File: config.mk
export PLATFORM = sky130hd
export DESIGN_NAME = mc_control_fsm
export DESIGN_NICKNAME = d
export VERILOG_FILES = /design/src/rtl/mc_control_fsm.sv
export SDC_FILE = /design/constraint.sdc
export NUM_CORES = 1
export LEC_CHECK = 0
export ABC_AREA = 1
export BUFFER_PORTS_ARGS = -buffer_cell sky130_fd_sc_hd__buf_2
export CAP_MARGIN = 20
export CORE_MARGIN = 2
export CORE_UTILIZATION = 40
export DETAILED_ROUTE_END_ITERATION = 16
export HOLD_SLACK_MARGIN = 0.12
export MAX_ROUTING_LAYER = met4
export PLACE_DENSITY_LB_ADDON = 0.2
export SLEW_MARGIN = 10
export SYNTH_ARGS = -nofsm -noshare
export SYNTH_HDL_FRONTEND = slang
export SYNTH_SLANG_ARGS = --single-unit
File: constraint.sdc
create_clock -name clk -period 3.4 [get_ports clk]
set_input_delay 0.68 -clock clk [delete_from_list [all_inputs] [get_ports clk]]
set_output_delay 0.68 -clock clk [all_outputs]
set_load 0.05 [all_outputs]
File: src/rtl/mc_control_fsm.sv
// Multi-cycle control sequencer for the bare MIPS core. It is a Moore FSM except for the FETCH IRWrite/PCWrite terms.
// Optional feature macro: MC_CTRL_BNE_EN (decode opcode 0x05 as bne).
module mc_control_fsm (
    input  logic       clk,
    input  logic       rst_n,
    input  logic [5:0] opcode,
    input  logic [5:0] funct,
    input  logic       zero,
    input  logic       mem_ready,
    output logic       PCWrite,
    output logic       PCWriteCond,
    output logic       BranchNe,
    output logic       IorD,
    output logic       MemRead,
    output logic       MemWrite,
    output logic       IRWrite,
    output logic       MemtoReg,
    output logic       RegDst,
    output logic       RegWrite,
    output logic       ALUSrcA,
    output logic [1:0] ALUSrcB,
    output logic       ExtOp,
    output logic [2:0] ALUOp,
    output logic [1:0] PCSource,
    output logic       IllegalOp,
    output logic [3:0] state
);

    typedef enum logic [3:0] {
        S_FETCH    = 4'd0,
        S_DECODE   = 4'd1,
        S_MEMADR   = 4'd2,
        S_MEMREAD  = 4'd3,
        S_MEMWB    = 4'd4,
        S_MEMWRITE = 4'd5,
        S_EXECUTE  = 4'd6,
        S_ALUWB    = 4'd7,
        S_BRANCH   = 4'd8,
        S_IMMEXEC  = 4'd9,
        S_IMMWB    = 4'd10,
        S_JUMP     = 4'd11,
        S_ILLEGAL  = 4'd12
    } state_t;

    typedef struct packed {
        logic       pc_write;
        logic       pc_write_cond;
        logic       branch_ne;
        logic       i_or_d;
        logic       mem_read;
        logic       mem_write;
        logic       ir_write;
        logic       mem_to_reg;
        logic       reg_dst;
        logic       reg_write;
        logic       alu_src_a;
        logic [1:0] alu_src_b;
        logic       ext_op;
        logic [2:0] alu_op;
        logic [1:0] pc_source;
        logic       illegal_op;
    } ctl_t;

    localparam logic [2:0] ALU_ADD = 3'b000;
    localparam logic [2:0] ALU_SUB = 3'b001;
    localparam logic [2:0] ALU_AND = 3'b010;
    localparam logic [2:0] ALU_OR  = 3'b011;
    localparam logic [2:0] ALU_SLT = 3'b100;

    localparam logic [5:0] OP_RTYPE = 6'h00;
    localparam logic [5:0] OP_J     = 6'h02;
    localparam logic [5:0] OP_BEQ   = 6'h04;
    localparam logic [5:0] OP_ADDI  = 6'h08;
    localparam logic [5:0] OP_ORI   = 6'h0D;
    localparam logic [5:0] OP_LW    = 6'h23;
    localparam logic [5:0] OP_SW    = 6'h2B;
`ifdef MC_CTRL_BNE_EN
    localparam logic [5:0] OP_BNE   = 6'h05;
`endif

    state_t     state_q, state_d;
    logic [2:0] aluop_q, aluop_d;
    logic       funct_ok;
    logic [2:0] funct_aluop;
    ctl_t       ctl, ctl_gated;

    // The branch comparison itself lives in the datapath; the flag only passes through here.
    logic unused_zero;
    assign unused_zero = zero;

    always_comb begin
        funct_ok    = 1'b1;
        funct_aluop = ALU_ADD;
        case (funct)
            6'h20:   funct_aluop = ALU_ADD;
            6'h22:   funct_aluop = ALU_SUB;
            6'h24:   funct_aluop = ALU_AND;
            6'h25:   funct_aluop = ALU_OR;
            6'h2A:   funct_aluop = ALU_SLT;
            default: funct_ok    = 1'b0;
        endcase
    end

    always_ff @(posedge clk or negedge rst_n) begin
        if (!rst_n) begin
            state_q <= S_FETCH;
            aluop_q <= ALU_ADD;
        end else begin
            state_q <= state_d;
            aluop_q <= aluop_d;
        end
    end

    always_comb begin
        state_d = state_q;
        aluop_d = aluop_q;
        ctl     = '0;
        ctl.ext_op = 1'b1;

        case (state_q)
            S_FETCH: begin
                ctl.mem_read  = 1'b1;
                ctl.alu_src_b = 2'd1;
                ctl.ir_write  = mem_ready;
                ctl.pc_write  = mem_ready;
                if (mem_ready) state_d = S_DECODE;
            end
            S_DECODE: begin
                ctl.alu_src_b = 2'd2;
                case (opcode)
                    OP_LW, OP_SW: state_d = S_MEMADR;
                    OP_RTYPE: begin
                        state_d = S_EXECUTE;
                        aluop_d = funct_aluop;
                    end
                    OP_BEQ:   state_d = S_BRANCH;
`ifdef MC_CTRL_BNE_EN
                    OP_BNE:   state_d = S_BRANCH;
`endif
                    OP_ADDI, OP_ORI: begin
                        state_d = S_IMMEXEC;
                        aluop_d = (opcode == OP_ORI) ? ALU_OR : ALU_ADD;
                    end
                    OP_J:     state_d = S_JUMP;
                    default:  state_d = S_ILLEGAL;
                endcase
            end
            S_MEMADR: begin
                ctl.alu_src_a = 1'b1;
                ctl.alu_src_b = 2'd2;
                state_d = (opcode == OP_LW) ? S_MEMREAD : S_MEMWRITE;
            end
            S_MEMREAD: begin
                ctl.i_or_d   = 1'b1;
                ctl.mem_read = 1'b1;
                if (mem_ready) state_d = S_MEMWB;
            end
            S_MEMWB: begin
                ctl.reg_write  = 1'b1;
                ctl.mem_to_reg = 1'b1;
                state_d = S_FETCH;
            end
            S_MEMWRITE: begin
                ctl.i_or_d    = 1'b1;
                ctl.mem_write = 1'b1;
                if (mem_ready) state_d = S_FETCH;
            end
            S_EXECUTE: begin
                ctl.alu_src_a = 1'b1;
                ctl.alu_op    = aluop_q;
                state_d = funct_ok ? S_ALUWB : S_ILLEGAL;
            end
            S_ALUWB: begin
                ctl.reg_write = 1'b1;
                ctl.reg_dst   = 1'b1;
                ctl.alu_op    = aluop_q;
                state_d = S_FETCH;
            end
            S_BRANCH: begin
                ctl.alu_src_a     = 1'b1;
                ctl.alu_op        = ALU_SUB;
                ctl.pc_write_cond = 1'b1;
                ctl.pc_source     = 2'd1;
`ifdef MC_CTRL_BNE_EN
                ctl.branch_ne     = (opcode == OP_BNE);
`endif
                state_d = S_FETCH;
            end
            S_IMMEXEC: begin
                ctl.alu_src_a = 1'b1;
                ctl.alu_src_b = 2'd2;
                ctl.ext_op    = (opcode != OP_ORI);
                ctl.alu_op    = aluop_q;
                state_d = S_IMMWB;
            end
            S_IMMWB: begin
                ctl.reg_write = 1'b1;
                ctl.alu_op    = aluop_q;
                state_d = S_FETCH;
            end
            S_JUMP: begin
                ctl.pc_write  = 1'b1;
                ctl.pc_source = 2'd2;
                state_d = S_FETCH;
            end
            S_ILLEGAL: begin
                ctl.illegal_op = 1'b1;
                state_d = S_FETCH;
            end
            default: state_d = S_FETCH;
        endcase
    end

    // Reset blanks every control line combinationally so an aborted access cannot commit.
    assign ctl_gated = rst_n ? ctl : '0;

    assign PCWrite     = ctl_gated.pc_write;
    assign PCWriteCond = ctl_gated.pc_write_cond;
    assign BranchNe    = ctl_gated.branch_ne;
    assign IorD        = ctl_gated.i_or_d;
    assign MemRead     = ctl_gated.mem_read;
    assign MemWrite    = ctl_gated.mem_write;
    assign IRWrite     = ctl_gated.ir_write;
    assign MemtoReg    = ctl_gated.mem_to_reg;
    assign RegDst      = ctl_gated.reg_dst;
    assign RegWrite    = ctl_gated.reg_write;
    assign ALUSrcA     = ctl_gated.alu_src_a;
    assign ALUSrcB     = ctl_gated.alu_src_b;
    assign ExtOp       = ctl_gated.ext_op;
    assign ALUOp       = ctl_gated.alu_op;
    assign PCSource    = ctl_gated.pc_source;
    assign IllegalOp   = ctl_gated.illegal_op;
    assign state       = state_q;

endmodule

* Yosys cells after proc, flatten, opt, wreduce, memory -nomap -nowiden *
Index checks and enable logic that the tools add are counted.

word-level totals
  RAM bits = 0
  bits in latches = 0
  memories = 0
  ROM bits = 0
  input bits = 16
  register bits = 7

operators by class
  multiply operators = 0
  div/mod/pow operators = 0
  equal/unequal tests = 27
  multiplexer cells = 27
  reductions and logical operators = 14
  add/sub/neg operators = 0
  order comparisons = 0
  shift operators = 0
  bitwise gates (word level) = 0

operators by type and width
  operator                                               count
  equality test 6 bit, second input constant             7
  case mux 4 bit (7 select lines)                        1
  equality test 4 bit, second input constant             5
  2-to-1 mux 20 bit                                      1
  case mux 4 bit (5 select lines)                        1
  equality test 4 x 3 -> 1 bit, second input constant    4
  2-to-1 mux 4 bit                                       4
  equality test 6 x 4 -> 1 bit, second input constant    2
  2-to-1 mux 1 bit                                       12
  case mux 3 bit (2 select lines)                        2
  case mux 3 bit (4 select lines)                        1
  equality test 4 x 2 -> 1 bit, second input constant    2
  case mux 2 bit (2 select lines)                        2
  OR reduction 2 bit                                     4
  OR reduction 4 bit                                     2
  equality test 6 x 2 -> 1 bit, second input constant    1
  equality test 6 x 3 -> 1 bit, second input constant    1
  logical NOT 6 bit                                      1
  inequality test 2 bit, second input constant           3
  inequality test 6 x 4 -> 1 bit, second input constant  1
  OR reduction 3 bit                                     2
  OR reduction 5 bit                                     1
  equality test 4 x 1 -> 1 bit, second input constant    1
  logical NOT 4 bit                                      1
  6 further kinds                                        6

* Longest topological paths before layout *
Gate-level depths: netlist of the first run.

  depth after elaboration = 5
  mapped depth = 10
  mapped depth without buffers = 10

* Worst setup path after synthesis of the first run *
Ideal clock, no wire load.

  path type = reg-to-output
  start = reg state_q[0] (netlist: state[0])
  end = out PCWrite
  arrival = 2.611 ns
  cell stages (with the launch flop) = 6
  setup slack = 0.109 ns
  cell sequence = dfrtp_1 nor2_1 nand2_1 nor2_1 inv_1 o22ai_1

on the way
  word-level cells in the longest chain between the ends = 3
  elaborated cells on any way between the ends = 4

ends and longest elaborated chain
  element                                                          RTL line  text
  start: declaration                                               81        state_t state_q, state_d;
  start signal: assignment                                         109       state_q <= state_d;
  equality test 4 bit / logical NOT 4 bit (equally long branches)  120       case (state_q)
  case mux 1 bit (2 select lines) (*)                              120
  2-to-1 mux 20 bit (*)                                            215       assign ctl_gated = rst_n ? ctl : '0;
  end: declaration                                                 10        output logic PCWrite,

Every way passes the cells marked *; elsewhere a longest branch is shown, timed or not.

* Worst setup path after layout of the first run *
  start = reg state_q[3] (netlist: state[3])
  end = out ALUSrcA

on the way
  word-level cells in the longest chain between the ends = 4
  elaborated cells on any way between the ends = 7

ends and longest elaborated chain
  element                                            RTL line  text
  equality test 4 bit, or another cell as far along  120
  OR reduction 4 bit (no source line) (*)            n/a
  2-to-1 mux 1 bit (*)                               120
  2-to-1 mux 20 bit (*)                              215
  end: declaration                                   20        output logic ALUSrcA,

Marked as above.

==> results of run 1 <==
## power by group through the flow
stage | sequential (uW) | combinational [uW] | clock [uW]
finish | 148 | 577 | 78.3
global route | 154 | 622 | 83.1
CTS | 147 | 579 | 80.8
detailed placement | 148 | 578 | 0
global placement | 146 | 571 | 0
floorplan | 209 | 399 | 0
## through the flow
stage          cell area [sq um]  total power, uW  cells
4_1_cts                     1040              807    213
5_1_grt                     1040              859    213
3_3_place_gp                1020              717    209
3_5_place_dp                1020              726    209
2_1_floorplan                812              608    147
6_report                    1040              804    213
## Yosys cell counts
master / count / area [sq um]
nand2_1: 35 / 131
inv_1: 27 / 101
nor2_1: 26 / 97.6
nand3_1: 11 / 55.1
a21oi_1: 7 / 35.0
dfrtp_1: 7 / 175
o21ai_0: 5 / 25.0
nor2_2: 4 / 25.0
inv_2: 3 / 11.3
nand4_1: 3 / 18.8
buf_4: 2 / 15.0
nand3b_1: 2 / 15.0
nor2_4: 2 / 22.5
nor3_1: 2 / 10.0
o22ai_1: 2 / 12.5
a31oi_1: 1 / 6.26
and2_1: 1 / 6.26
clkinv_1: 1 / 3.75
conb_1: 1 / 3.75
nand2_2: 1 / 6.26
o21ai_1: 1 / 5.00
o21ai_2: 1 / 8.76
o221ai_1: 1 / 8.76
o22ai_2: 1 / 12.5
## sequential cells by signal (all words and copies together), names as in the netlist
name and cells:
aluop_q 3, state 4
## layer usage
layer / share of wire / track usage / vias to the layer above / wire length [um]
li1: - / - / 534 / -
met1: 0.46 / 0.219 / 445 / 913
met2: 0.46 / 0.297 / 35 / 916
met3: 0.049 / 0.00920 / 5 / 98
met4: 0.027 / 0.114 / 0 / 53
met5: 0 / - / - / 0
## final timing paths
| path | from | end | slack (ns) | depth (start not counted) |
|---|---|---|---|---|
| setup reg to reg | state[3] | state[2] | 2.04 | 7 |
| max in group asynchronous | rst_n | aluop_q[0] | 2.93 | 1 |
| setup / recovery | state[3] | ALUSrcA | 0.91 | 6 |
| hold / removal | rst_n | state[1] | 0.27 | 1 |
| hold reg to reg | aluop_q[2] | aluop_q[2] | 0.51 | 2 |
| min in group clk | aluop_q[2] | aluop_q[2] | 0.51 | 2 |
## worst max-delay path, stage by stage (launching register included)
cell	delay [ns]
dfrtp_1	0.41
nor2_1	0.25
inv_1	0.14
nor2_1	0.22
inv_1	0.09
a31oi_1	0.15
buf_2	0.28
## kinds of logic (layout without fill, tap and decap cells)
group / count (synthesis) / after routing / share of synthesized area
flops: 7 / 7 / 0.216
other cells: 1 / 1 / 0.00462
compound gates: 19 / 19 / 0.140
simple gates: 87 / 87 / 0.478
buf+inv: 33 / 72 / 0.162
## cell type report
type                       count  share of cell area
inverter                      31               0.112
sequential                     7               0.168
clock buffer                   4              0.0252
tap                           27              0.0324
multi-input combinational    107               0.485
timing repair buffer          37               0.178
==> qor.yml, run 1 <==
status: "complete, no violations"
core_area_sq_um: 1940
critPathLaunchType: "flip-flop"
antennaDiodeCount: 0
h-tree-depth: 1
areaGrowthSynthToFinish_pct: 28.4
p_int_uw: 296
cts_buffer_depth: 2
via_per_inst: 4.78
period_needed_ns: 2.49
numCtsBuffers: 3
cts_tree: "done"
end_kind: "output pin"
die_y_um: 49.1
synthesis.nets: 163
gp_congestion: 0.820
post_cts_buffers: 0
power_density_nw_per_um2: 771
regArea_sq_um: 175
die-area_sq_um: 2410
grt_pass1_wl_um: 3370
clk_pin_slew_ns: 0.06
io_pins: 40
die-width_um: 49.1
critPathKind: "flip-flop to output pin"
postCtsResizedCells: 0
clk_latency_ns: 0.26
wire_per_inst_um: 9.30
start_util: 0.418
drc: 0
rsz0062_at_grt: "false"
synth-seq-area-share: 0.216
nets: 203
cp_max_fo: 4
leakage_uw: 0.000639
synth.distinct_cells: 24
syn-cell-area_sq_um: 812
arrival_ns: 1.81
place_hpwl_um: 1690
synth_warnings: 0
first_pass_iters: 4
post-route-period-util: 0.733
p_sw_frac: 0.632
fin_tns_setup_ns: 0
setup_viol: 0
ant_nets: 0
overflow: 0
pwr-share-seq: 0.185
holdWs_ns: 0.267
core.rowCount: 16
clkPwrFrac: 0.097
synth_cells: 147
hp-class: "input port to async pin"
fillers: 206
multiInputGateArea_sq_um: 505
drtIter0Drc: 6
switching_power_uw: 508
ys_ff_latch: 7
hold_viol: 0
cts_sinks: 7
combPwrFrac: 0.718
drive_gt1_frac: 0.280
grt.total_usage: 0.182
cap_violations: 0
hold_buffers: 0
grt_pass1_vias: 829
final.setup.worst_slack_ns: 0.908
layout_commonest_cell: "buf_2"
antenna_found_initial: 0
grt_max_degree: 12
clockRootBuffer: "clkbuf_4"
slew_viol_final: 0
finish.utilization: 0.537
place_ws_ns: 0.962
clock_skew_ns: 0.00808
vias: 1019
io_buffers: 37
irDropWorstVdd_mv: 0.326
syn_avg_cell_area_sq_um: 5.52
wl_um: 1980
fmax_ghz: 0.401
final_cell_mix: "buf_2 (37), nand2_1 (35), inv_1 (27)"
crit_required_ns: 2.72
Note: power is estimated with default switching activity, not from simulation.
==> inputs of run 2 (changes only) <==
==> constraint.sdc (replaced) <==
create_clock -name clk -period 2 [get_ports clk]
set_input_delay 0.4 -clock clk [delete_from_list [all_inputs] [get_ports clk]]
set_output_delay 0.4 -clock clk [all_outputs]
set_load 0.05 [all_outputs]
==> qor.yml, run 2 (synthesis gave the netlist of run 1 again) <==
die-width_um: 49.1  # unchanged
r2r_cells: 8  # was 7
holdWs_ns: 0.436  # was 0.267 ns
path_common_cell: "nand2_2"
core_area_sq_um: 1940  # unchanged
overflow: 0  # unchanged
clk_pin_slew_ns: 0.06  # about the same
clock_skew_ns: 0.00607  # was 0.00808 ns
first_pass_iters: 4  # unchanged
cts_tree: "done"  # unchanged
cp_num_buf_inv: 2  # was 3
setup_viol: 0  # unchanged
grt_max_degree: 10  # was 12
reg2reg_from: "state[0]"  # was state[3]
status: "complete, no violations"  # unchanged
wire_per_inst_um: 10.4  # was 9.30 um
holdPathEnd: "aluop_q[2]"
grt.total_usage: 0.213  # was 0.182
end_kind: "output pin"  # unchanged
final.setup.worst_slack_ns: 0.0219  # was 0.908 ns
irDropWorstVdd_mv: 0.713  # was 0.326 mV
fmax_ghz: 0.506
hold_start: "funct[3]"
drc: 0  # unchanged
grt_pass1_vias: 984  # was 829
drtIter0Drc: 14  # was 6
hold_depth: 3
leakage_uw: 0.000699  # was 0.000639 uW
die-area_sq_um: 2410  # unchanged
critPathLaunchType: "flip-flop"  # unchanged
grt_pass1_wl_um: 3920  # was 3370 um
slew_viol_final: 0  # unchanged
drive_gt1_frac: 0.505  # was 0.280
cap_violations: 0  # unchanged
power_density_nw_per_um2: 1290  # was 771 nW/um^2
via_per_inst: 4.69  # was 4.78
arrival_ns: 1.58  # was 1.81 ns
cp-startpoint: "state[0]"  # was state[3]
io_buffers: 37  # unchanged
critPathMaxStageDelay_ns: 0.46  # was 0.41 ns
clk_latency_ns: 0.27  # was 0.26 ns
vias: 1056  # was 1019
period_needed_ns: 1.98
cp_top_family: "flip-flops"  # was buffers and inverters
numCtsBuffers: 3  # unchanged
start_util: 0.418  # unchanged
crit_required_ns: 1.60  # was 2.72 ns
cp_max_fo: 4  # unchanged
final_cell_mix: "nand2_1 (30), buf_2 (27), inv_1 (20)"  # was buf_2 (37), nand2_1 (35), inv_1 (27)
io_pins: 40  # unchanged
rsz0062_at_grt: "true"  # was false
cts_sinks: 7  # unchanged
critPathKind: "flip-flop to output pin"  # unchanged
hold_viol: 0  # unchanged
antennaDiodeCount: 0  # unchanged
fillers: 184  # was 206
place_ws_ns: 0.111  # was 0.962 ns
gp_congestion: 0.832  # was 0.820
reg2reg_slack_ns: 0.46  # was 2.04 ns
layout_commonest_cell: "nand2_1"  # was buf_2
r2r_end: "state[1]"  # was state[2]
clockRootBuffer: "clkbuf_4"  # unchanged
critical_path.cell_chain: "buf_4, nand2_2, nor2_2, a21oi_2, nand2_1, nand2_2, o22ai_2, buf_6"  # was nor2_1, inv_1, nor2_1, inv_1, a31oi_1, buf_2
largest_register_ffs: 4  # unchanged
die_y_um: 49.1  # unchanged
ant_nets: 0  # unchanged
antenna_found_initial: 0  # unchanged
slowest_stage: "dfrtp_2"  # was dfrtp_1
cts_buffer_depth: 2  # unchanged
post-route-period-util: 0.989
wl_um: 2350  # was 1980 um
nets: 215  # was 203
hp-class: "input port to flip-flop"  # was input port to async pin
core.rowCount: 16  # unchanged
place_hpwl_um: 1810  # was 1690 um
areaGrowthSynthToFinish_pct: 61.0  # was 28.4%
h-tree-depth: 1  # unchanged
[run 2: cell types whose count changed in the layout (fill, tap and decap cells not counted), sizes merged]
cell and change:
buf +8, clkbuf +2, dlygate4sd3 +2
[run 2: worst register-to-register path: stages, from the launching register on]
cell and delay (ns):
dfrtp_2 0.46, buf_4 0.16, buf_4 0.14, nand3_1 0.18, nand2_1 0.10, o21ai_2 0.17
inv_2 0.05, nand2_1 0.06, nand4_1 0.10
[run 2: final cells by class]
| class | count | area [sq um] | share of cell area |
|---|---|---|---|
| multi-input cells | 107 | 623 | 0.477 |
| well taps | 27 | 33.8 | 0.0258 |
| repair buffers | 49 | 328 | 0.251 |
| inverters | 31 | 116 | 0.0890 |
| flip-flops and latches | 7 | 180 | 0.138 |
| clock buffers | 4 | 26.3 | 0.0201 |
[run 2: how the worst max path moves through the flow]
stage,endpoint,depth (start not counted),slack [ns]
2_1_floorplan,ALUSrcA,5,-0.04
3_3_place_gp,ALUOp[0],4,0.14
3_5_place_dp,ALUOp[0],4,0.11
4_1_cts,ALUOp[0],8,-0.02
5_1_grt,ALUOp[0],8,-0.04
6_report,ALUOp[0],8,0.02
[run 2: through the flow]
stage          TNS [ns]  instance area [sq um]  std cells  power (uW)   util
6_report              0                   1310        225        1690  0.673
4_1_cts         -0.0186                   1250        222        1590  0.644
2_1_floorplan    -0.170                    903        147        1140      -
3_5_place_dp          0                   1140        214        1370  0.590
3_3_place_gp          0                   1140        214        1350  0.590
5_1_grt          -0.149                   1310        225        1800  0.673
[run 2: power breakdown]
| part | leakage [uW] | switching (uW) | internal [uW] |
|---|---|---|---|
| combinational | 0.000602 | 884 | 405 |
| clock | 0.0000150 | 62.8 | 76.8 |
| sequential | 0.0000822 | 62.6 | 202 |
[run 2: repair_timing]
| action | CTS | global route |
|---|---|---|
| setup endpoints to repair | 7 | 9 |
| resized for setup | 16 | 18 |
| pin swaps | 0 | 5 |
| hold endpoints to repair | 3 | 0 |
| hold buffers | 2 | 0 |
| setup buffers | 2 | 3 |
[run 2: metal layers]
metal,up-vias,share of wire,global-route usage
li1,557,-,-
met1,462,0.44,0.255
met2,33,0.50,0.352
met3,4,0.038,0.0123
met4,0,0.025,0.129
met5,-,0,-
